<file path="src/rtl/usr_pkg.sv">
// -----------------------------------------------------------------------------
// usr_pkg
// Shared types and constants for the universal-shift-register serial receiver.
//   DIR_*      : word bit-order encodings carried on the 'dir' input
//   state_e    : receiver FSM states (IDLE = no partial word, SHIFT = partial)
//   sr_op_e    : operation applied to the receive shift register in a cycle
// -----------------------------------------------------------------------------
package usr_pkg;

    localparam logic DIR_MSB_FIRST = 1'b0;  // bit enters at [0], moves up
    localparam logic DIR_LSB_FIRST = 1'b1;  // bit enters at [WIDTH-1], moves down

    typedef enum logic {
        ST_IDLE  = 1'b0,
        ST_SHIFT = 1'b1
    } state_e;

    typedef enum logic [1:0] {
        SR_HOLD  = 2'd0,
        SR_UP    = 2'd1,
        SR_DOWN  = 2'd2,
        SR_CLEAR = 2'd3
    } sr_op_e;

endpackage

</file>
<file path="src/rtl/rx_shift_core.sv">
// -----------------------------------------------------------------------------
// rx_shift_core
// WIDTH-bit receive shift register with a per-bit next-state mux.
//   clk        in   rising-edge clock
//   rst        in   asynchronous active-low reset (clears the register)
//   i_op       in   hold / shift-up / shift-down / clear
//   i_sin      in   serial bit entering the register on a shift
//   o_sr_next  out  value the register takes at the next edge; the top uses
//                   it to capture a completed word including its last bit
// -----------------------------------------------------------------------------
module rx_shift_core
    import usr_pkg::*;
#(
    parameter int WIDTH = 4
) (
    input  logic             clk,
    input  logic             rst,
    input  sr_op_e           i_op,
    input  logic             i_sin,
    output logic [WIDTH-1:0] o_sr_next
);

    logic [WIDTH-1:0] r_sr;
    logic [WIDTH-1:0] w_sr_next;

    for (genvar i = 0; i < WIDTH; i++) begin : g_bit
        logic w_up_src;
        logic w_dn_src;
        logic w_nxt;

        // End bits take the serial input; inner bits take their neighbour.
        if (i == 0) begin : g_up_end
            assign w_up_src = i_sin;
        end else begin : g_up_mid
            assign w_up_src = r_sr[i-1];
        end

        if (i == WIDTH - 1) begin : g_dn_end
            assign w_dn_src = i_sin;
        end else begin : g_dn_mid
            assign w_dn_src = r_sr[i+1];
        end

        always_comb begin
            // NOTE: default assigned first so no path leaves w_nxt unassigned (no latch).
            w_nxt = r_sr[i];
            case (i_op)
                SR_UP:    w_nxt = w_up_src;
                SR_DOWN:  w_nxt = w_dn_src;
                SR_CLEAR: w_nxt = 1'b0;
                default:  w_nxt = r_sr[i];
            endcase
        end

        assign w_sr_next[i] = w_nxt;
    end

    // NOTE: sequential state uses non-blocking assignments so all registers update together.
    always_ff @(posedge clk or negedge rst) begin
        if (!rst) begin
            r_sr <= '0;
        end else begin
            r_sr <= w_sr_next;
        end
    end

    assign o_sr_next = w_sr_next;

endmodule

</file>
<file path="src/rtl/usr_deserializer.sv">
// -----------------------------------------------------------------------------
// usr_deserializer
// Serial-to-parallel receiver: one qualified bit per strobe, bit order chosen
// per word, completed words handed off through a one-entry valid/ready holding
// register; a word completing while the holder is full is dropped and flagged.
//   clk         in   rising-edge clock
//   rst         in   asynchronous active-low reset
//   sin         in   serial data bit
//   sin_valid   in   qualifies sin
//   dir         in   0 = MSB-first, 1 = LSB-first; sampled on a word's first bit
//   abort       in   discard the partial word (and any bit this cycle)
//   ovr_clr     in   clear sticky overrun (a simultaneous overrun wins)
//   dout        out  held word
//   dout_valid  out  holding register full
//   dout_ready  in   consumer accepts dout when dout_valid & dout_ready
//   busy        out  partial word in progress
//   overrun     out  sticky: a completed word was dropped
// -----------------------------------------------------------------------------
module usr_deserializer
    import usr_pkg::*;
#(
    parameter int WIDTH = 4
) (
    input  logic             clk,
    input  logic             rst,
    input  logic             sin,
    input  logic             sin_valid,
    input  logic             dir,
    input  logic             abort,
    input  logic             ovr_clr,
    output logic [WIDTH-1:0] dout,
    output logic             dout_valid,
    input  logic             dout_ready,
    output logic             busy,
    output logic             overrun
);

    localparam int                CNT_W    = $clog2(WIDTH + 1);
    localparam logic [CNT_W-1:0] LAST_CNT = CNT_W'(WIDTH - 1);

    state_e           r_state;
    state_e           w_state_next;
    logic [CNT_W-1:0] r_bit_cnt;
    logic [CNT_W-1:0] w_bit_cnt_next;
    logic             r_dir_q;
    logic             w_dir_q_next;
    sr_op_e           w_sr_op;
    logic [WIDTH-1:0] w_sr_next;
    logic             w_complete;
    logic             w_load;
    logic             w_drop;
    logic             w_accept;

    logic [WIDTH-1:0] r_dout;
    logic             r_dout_valid;
    logic             r_overrun;

    rx_shift_core #(
        .WIDTH (WIDTH)
    ) u_core (
        .clk       (clk),
        .rst       (rst),
        .i_op      (w_sr_op),
        .i_sin     (sin),
        .o_sr_next (w_sr_next)
    );

    // State register.
    // NOTE: the async reset only touches these small control/data registers; no memories here.
    always_ff @(posedge clk or negedge rst) begin
        if (!rst) begin
            r_state   <= ST_IDLE;
            r_bit_cnt <= '0;
            r_dir_q   <= DIR_MSB_FIRST;
        end else begin
            r_state   <= w_state_next;
            r_bit_cnt <= w_bit_cnt_next;
            r_dir_q   <= w_dir_q_next;
        end
    end

    // Next-state, counter and shift-register control.
    always_comb begin
        w_state_next   = r_state;
        w_bit_cnt_next = r_bit_cnt;
        w_dir_q_next   = r_dir_q;
        w_sr_op        = SR_HOLD;
        w_complete     = 1'b0;

        if (abort) begin
            // Abort outranks a same-cycle bit: that bit is discarded too.
            w_state_next   = ST_IDLE;
            w_bit_cnt_next = '0;
            w_sr_op        = SR_CLEAR;
        end else if (sin_valid) begin
            if (r_state == ST_IDLE) begin
                // First bit: bit order is frozen here for the whole word.
                w_dir_q_next   = dir;
                w_bit_cnt_next = CNT_W'(1);
                w_state_next   = ST_SHIFT;
                w_sr_op        = (dir == DIR_LSB_FIRST) ? SR_DOWN : SR_UP;
            end else begin
                w_sr_op = (r_dir_q == DIR_LSB_FIRST) ? SR_DOWN : SR_UP;
                if (r_bit_cnt == LAST_CNT) begin
                    // Explicit wrap: the counter never stores WIDTH.
                    w_complete     = 1'b1;
                    w_bit_cnt_next = '0;
                    w_state_next   = ST_IDLE;
                end else begin
                    w_bit_cnt_next = r_bit_cnt + CNT_W'(1);
                end
            end
        end
    end

    // A completed word may load into a holder that is being emptied this cycle.
    assign w_accept = r_dout_valid & dout_ready;
    assign w_load   = w_complete & (~r_dout_valid | dout_ready);
    assign w_drop   = w_complete & ~w_load;

    // Holding register and sticky overrun.
    always_ff @(posedge clk or negedge rst) begin
        if (!rst) begin
            r_dout       <= '0;
            r_dout_valid <= 1'b0;
            r_overrun    <= 1'b0;
        end else begin
            if (w_load) begin
                r_dout       <= w_sr_next;
                r_dout_valid <= 1'b1;
            end else if (w_accept) begin
                r_dout_valid <= 1'b0;
            end

            // Set has priority over clear so a same-cycle drop is never lost.
            if (w_drop) begin
                r_overrun <= 1'b1;
            end else if (ovr_clr) begin
                r_overrun <= 1'b0;
            end
        end
    end

    assign dout       = r_dout;
    assign dout_valid = r_dout_valid;
    assign overrun    = r_overrun;
    assign busy       = (r_state == ST_SHIFT);

endmodule
</file>
<file path="config.mk">
export PLATFORM = sky130hd
export DESIGN_NAME = usr_deserializer
export DESIGN_NICKNAME = d
export VERILOG_FILES = /design/src/rtl/usr_pkg.sv /design/src/rtl/rx_shift_core.sv /design/src/rtl/usr_deserializer.sv
export SDC_FILE = /design/constraint.sdc
export NUM_CORES = 1
export LEC_CHECK = 0
export ABC_AREA = 1
export CAP_MARGIN = 5
export CORE_MARGIN = 4
export CORE_UTILIZATION = 52
export DETAILED_ROUTE_END_ITERATION = 12
export HOLD_SLACK_MARGIN = 0.02
export PLACE_DENSITY = 0.78
export RECOVER_POWER = 25
export SETUP_SLACK_MARGIN = 0.3
export SYNTH_ARGS = -nofsm -noshare
export SYNTH_HDL_FRONTEND = slang
export SYNTH_SLANG_ARGS = --single-unit
</file>
<file path="constraint.sdc">
create_clock -name clk -period 2.8 [get_ports clk]
set_clock_uncertainty 0.05 [all_clocks]
set_input_delay 0.56 -clock clk [delete_from_list [all_inputs] [get_ports clk]]
set_output_delay 0.56 -clock clk [all_outputs]
set_load 0.03 [all_outputs]
</file>
==> results of run 1 <==
==> tightest hold or removal path, cell delays in order, from the launching register on <==
cell and delay (ns):
dfrtp_1 0.36, nand2_1 0.05, nand2_1 0.06
==> metrics by stage <==
step	power, mW	instances	util, %
detailed placement	0.2929	114	67.79
floorplan	0.2659	85	-
global route	0.4326	118	69.90
global placement	0.2915	114	67.79
CTS	0.4150	118	69.90
finish	0.4126	118	69.90
==> layout by cell type, fill, tap and decap left out, drive strengths merged, types with 3 or more instances in the layout <==
cell type,synthesis,final
nor2,7,7
clkbuf,0,3
dfrtp,15,15
nand3,14,14
clkdlybuf4s50,0,13
inv,11,11
nand2,31,31
==> routing by layer <==
| layer | global-route usage [%] | up-vias | routed length (um) | part of all wire, % |
|---|---|---|---|---|
| li1 | - | 305 | - | - |
| met4 | 8.772 | 0 | 22 | 1.6 |
| met2 | 26.27 | 15 | 649 | 47 |
| met5 | 0 | - | 0 | 0 |
| met3 | 2.789 | 2 | 69 | 5.0 |
| met1 | 18.89 | 265 | 628 | 46 |
==> power by group through the flow <==
stage	registers (mW)	clock network, mW	logic, mW
after global placement	0.237	0	0.0544
after global routing	0.234	0.137	0.0617
final	0.233	0.125	0.0545
after detailed placement	0.237	0	0.0556
after CTS	0.233	0.126	0.0557
after floorplan	0.239	0	0.0267
==> flip-flops by register name (all words and copies together), names as in the netlist <==
register,flops
busy,1
r_dir_q,1
overrun,1
dout,4
r_bit_cnt,3
u_core.r_sr,4
dout_valid,1
==> synthesized netlist by cell type <==
master,count
nand4_2,1
dfrtp_1,15
nand3_2,4
nor3_1,1
nor2_2,1
nand3_1,10
inv_2,2
nor2_4,2
nand2_2,1
nand2_1,30
inv_1,9
o22ai_1,1
ha_1,1
o21a_1,1
nor2_1,4
o21ai_0,1
a21oi_1,1
==> final cells by class <==
class / count / share of cell area, %
Sequential cell: 15 / 41.27
Multi-Input combinational cell: 59 / 33.70
Timing Repair Buffer: 14 / 15.41
Inverter: 11 / 4.539
Clock buffer: 3 / 2.476
Tap cell: 15 / 2.063
Clock inverter: 1 / 0.5502
==> path summary, 6_finish.rpt <==
check | start | end | slack [ns] | cells past startpoint
max in group asynchronous | rst | dout[3] | 1.60 | 1
worst min-delay path | r_bit_cnt[1] | r_bit_cnt[1] | 0.44 | 2
worst min register to register | r_bit_cnt[1] | r_bit_cnt[1] | 0.44 | 2
worst max-delay path | busy | busy | 0.80 | 1
min in group asynchronous | rst | r_bit_cnt[0] | 0.68 | 1
worst max register to register | busy | dout[2] | 1.53 | 7
==> logic make-up (layout without fill, tap and decap cells) <==
group,count (synthesis),in the layout,share of synthesized area [%]
simple gates,54,54,37.37
flops,15,15,51.90
buf+inv,11,29,5.709
compound gates,4,4,3.287
fa+ha+maj,1,1,1.730
==> flow_summary.yaml, run 1 <==
outcome:
  outcome: "completed"
timing:
  slew_viol_final: 0
  worst_pin_slew_ns: 0.6478
  finalSetupViolCount: 0
  rsz0062_at_grt: "no"
  holdWs_ns: 0.4421
  period_share_pct: 71.49
  min_period_ns: 2.002
  fin_setup_tns_ns: 0
  hold_viol: 0
  fmaxAchievable_ghz: 0.4995
  final.setup.worst_slack_ns: 0.7982
  relSlewSlack_pct: 56.67
synth:
  synth_nets: 94
  synth_top_area_share_pct: 51.90
  netlist_area_um2: 723.2
  ys_warn_count: 0
  yosys.area.top_type: "dfrtp_1"
  synthTopCellsByArea: "dfrtp_1 (52%), nand2_1 (16%), nand3_1 (6.9%)"
  synth_seq_area_share_pct: 51.90
  ys_types: 17
  ys_ff_latch: 15
  avgSynthCellArea_um2: 8.508
  postSynthCellCount: 85
worst_setup_path:
  crit_path_max_fanout: 4
  cp.required_ns: 2.19
  worst_ep_arrival_time_ns: 1.39
  path_buf_inv: 1
  critPathMaxStageDelay_ns: 0.69
  critPathTopFamily: "buffers and inverters"
  end_kind: "output port"
  worstPathCellList: "clkdlybuf4s50_1"
  start_kind: "flop"
  critical_path.slowest_cell: "clkdlybuf4s50_1"
  path_class: "reg2out"
pwr:
  p_sw_uw: 112.0
  powerDensity_mw_per_mm2: 453.6
  p_comb_share_pct: 13.2
  power_leakage_nw: 0.4766
  swShare_pct: 27.15
  max-vdd-ir-drop_mv: 0.3161
  p_int_uw: 300.6
  clkPwrFrac_pct: 30.4
  sequentialPowerShare_pct: 56.4
run:
  maxCapViolCount: 0
clock_tree:
  cts_tree: "built"
  cts_buffer_depth: 2
  post_cts_resized: 0
  clk_pin_slew_worst_paths_ns: 0.10
  root_buffer: "clkbuf_4"
  cts_sinks: 15
  numCtsBuffers: 3
  clk-insertion-delay-late_ns: 0.29
  hold_buffers: 0
  cts_max_level: 1
  cts_setup_buffers: 0
place:
  place_area_um2: 882.1
  dpl_worst_slack_ns: 0.9047
  dpl.hpwl_mm: 1.065
  io_buffers: 14
  place_congestion: 0.7590
finish:
  area_growth_pct: 25.78
  antenna_cells: 0
  drive_above_1_share_pct: 14.56
  multi_input_area_um2: 306.5
  final_cell_area_um2: 909.6
  fillers: 113
  seq_area_um2: 375.4
  nNetsFinal: 113
floorplanning:
  core_mm2: 0.001301
  start_util_pct: 55.58
  top_level_ports: 15
  die_w_um: 45.29
  design.die.area_mm2: 0.002051
  core.rowCount: 13
  die_y_um: 45.29
grt:
  grt_pass1_vias: 586
  grt_pass1_wl_mm: 2.304
  grt_use_total_pct: 15.73
  grt_max_degree: 16
  gr-total-overflow: 0
  antenna_found_initial: 0
routing:
  firstDrtPassIters: 4
  drtIter0Drc: 11
  drc: 0
  wl_per_cell_um: 11.61
  drt-total-wl_mm: 1.370
  ant_nets: 0
  viasPerCell: 4.975
  via_count: 587
worst_hold_path:
  hold_path.class: "reg2reg"
No activity file was read; power rests on OpenSTA's default activity.
==> run 2, diff against run 1 <==
CORE_UTILIZATION = 48   (was 52)
PLACE_DENSITY = 0.73   (was 0.78)
clock period = 1.86 ns   (was 2.8 ns; I/O delays follow)
==> run 2 against run 1 <==
- die area up 6.8%
- clock power rose by 42%
- register-to-register slack worse by 0.90 ns
- global-route usage shrank 0.59 points
- routed wire length down 10%
- cell count is 1.7% higher
- first-iteration DRC count down 55%
- design area down 0.28%
- worst setup slack got worse by 0.39 ns
- clock-buffer cell count grew 1
- critical endpoint is now overrun
- largest power group unchanged
==> flow_summary.yaml, run 2 (synthesis gave the netlist of run 1 again) <==
timing:
  relSlewSlack_pct: 48.20
  min_period_ns: 1.448
  fmaxAchievable_ghz: 0.6905
  final.setup.worst_slack_ns: 0.4118
  worst_pin_slew_ns: 0.7769
  fin_setup_tns_ns: 0
  hold_viol: 0
  period_share_pct: 77.86
  rsz0062_at_grt: "no"
  slew_viol_final: 0
  finalSetupViolCount: 0
pwr:
  p_int_uw: 454.5
  clkPwrFrac_pct: 29.2
  swShare_pct: 25.25
  sequentialPowerShare_pct: 57.5
  max-vdd-ir-drop_mv: 0.4806
  p_sw_uw: 153.5
  p_comb_share_pct: 13.4
  power_leakage_nw: 0.5097
  powerDensity_mw_per_mm2: 670.3
floorplanning:
  die_y_um: 46.82
  design.die.area_mm2: 0.002192
  start_util_pct: 52.93
  die_w_um: 46.82
  top_level_ports: 15
  core_mm2: 0.001366
  core.rowCount: 13
place:
  io_buffers: 14
  dpl.hpwl_um: 995.9
  place_congestion: 0.7822
  dpl_worst_slack_ns: 0.1728
run:
  maxCapViolCount: 0
worst_setup_path:
  cp.required_ns: 1.44
  path_class: "reg2out"
  worst_ep_arrival_time_ns: 1.03
  critical_path.slowest_cell: "dlygate4sd2_1"
  worst-r2r-setup-slack_ns: 0.63
  end_kind: "output port"
  path_buf_inv: 1
  start_kind: "flop"
  critPathMaxStageDelay_ns: 0.40
  worstPathCellList: "dlygate4sd2_1"
  crit_path_max_fanout: 2
  critPathTopFamily: "buffers and inverters"
worst_hold_path:
  hold_path.class: "reg2reg"
clock_tree:
  clk_pin_slew_worst_paths_ns: 0.09
  cts_max_level: 1
  cts_tree: "built"
  cts_setup_buffers: 0
  clk-insertion-delay-late_ns: 0.28
  hold_buffers: 0
  numCtsBuffers: 3
  root_buffer: "clkbuf_4"
  cts_buffer_depth: 2
  cts_sinks: 15
finish:
  drive_above_1_share_pct: 15.24
  antenna_cells: 0
  nNetsFinal: 115
  fillers: 123
  mostFrequentLayoutCell: "nand2_1"
  fin_util_pct: 66.39
  final_cell_mix: "nand2_1 (30), dfrtp_1 (15), nand3_1 (10)"
  area_growth_pct: 25.43
routing:
  via_count: 592
  drt-total-wl_mm: 1.232
  firstDrtPassIters: 4
  drc: 0
  ant_nets: 0
  viasPerCell: 4.933
  drtIter0Drc: 5
  wl_per_cell_um: 10.27
grt:
  grt_max_degree: 16
  grt_use_total_pct: 15.13
  gr-total-overflow: 0
  grt_pass1_vias: 565
  grt_pass1_wl_mm: 2.311
  antenna_found_initial: 0
outcome:
  outcome: "completed"
==> run 2: cell types whose count changed in the layout (fill, tap and decap cells not counted) <==
cell and change:
clkdlybuf4s50_1 -7, buf_4 +1, clkinv_2 -1, clkbuf_2 +1, dlygate4sd2_1 +6, clkbuf_1 +2
==> run 2: repair_timing <==
item	in CTS	in global routing
endpoints found under the setup margin	7	1
hold endpoints to repair	0	0
pin swaps	0	0
resized for setup	7	2
==> run 2: worst reg2reg max path: cells and delay by family (launching register included) <==
family                     cells  cell delay, ns
and+or+nand+nor                4            0.37
DFF                            1            0.39
adders and majority gates      1            0.22
buffers and inverters          1            0.09
==> run 2: power groups by stage <==
| stage | Clock, mW | Combinational [mW] | Sequential [mW] |
|---|---|---|---|
| finish | 0.177 | 0.0813 | 0.349 |
| global placement | 0 | 0.0856 | 0.356 |
| CTS | 0.185 | 0.0848 | 0.349 |
| detailed placement | 0 | 0.0868 | 0.356 |
| global route | 0.201 | 0.0935 | 0.352 |
| floorplan | 0 | 0.0402 | 0.360 |
==> run 2: layout make-up <==
cell class                 instances  area (um2)  area share (%)
sequential                        15       375.4           41.38
inverter                          11       41.29           4.552
multi-input combinational         59       306.5           33.79
timing repair buffer              16       138.9           15.31
tap                               15       18.77           2.069
clock buffer                       4       26.28           2.897
==> run 2: per-stage QoR <==
step	hold slack, ns	instance area [um2]	cells	power (mW)
2_1_floorplan	0.02641	723.2	85	0.4003
3_3_place_gp	0.4204	897.1	116	0.4416
3_5_place_dp	0.4155	897.1	116	0.4430
4_1_cts	0.3432	914.6	120	0.6197
5_1_grt	0.4644	907.1	120	0.6471
6_report	0.4268	907.1	120	0.6080
==> run 2: routing by layer <==
layer | track usage (%) | up-vias | share of wire [%]
met1 | 18.49 | 260 | 50
met2 | 23.58 | 16 | 43
met3 | 4.598 | 2 | 6.1
li1 | - | 314 | -
met4 | 8.840 | 0 | 1.5
met5 | 0 | - | 0
==> run 2: final timing paths <==
check | start | endpoint | cells after the start
min in group asynchronous | rst | busy | 2
max in group asynchronous | rst | dout[0] | 2
max reg2reg | r_bit_cnt[0] | dout[3] | 6
max | overrun | overrun | 1
min reg2reg | dout[2] | dout[2] | 2
min | dout[2] | dout[2] | 2
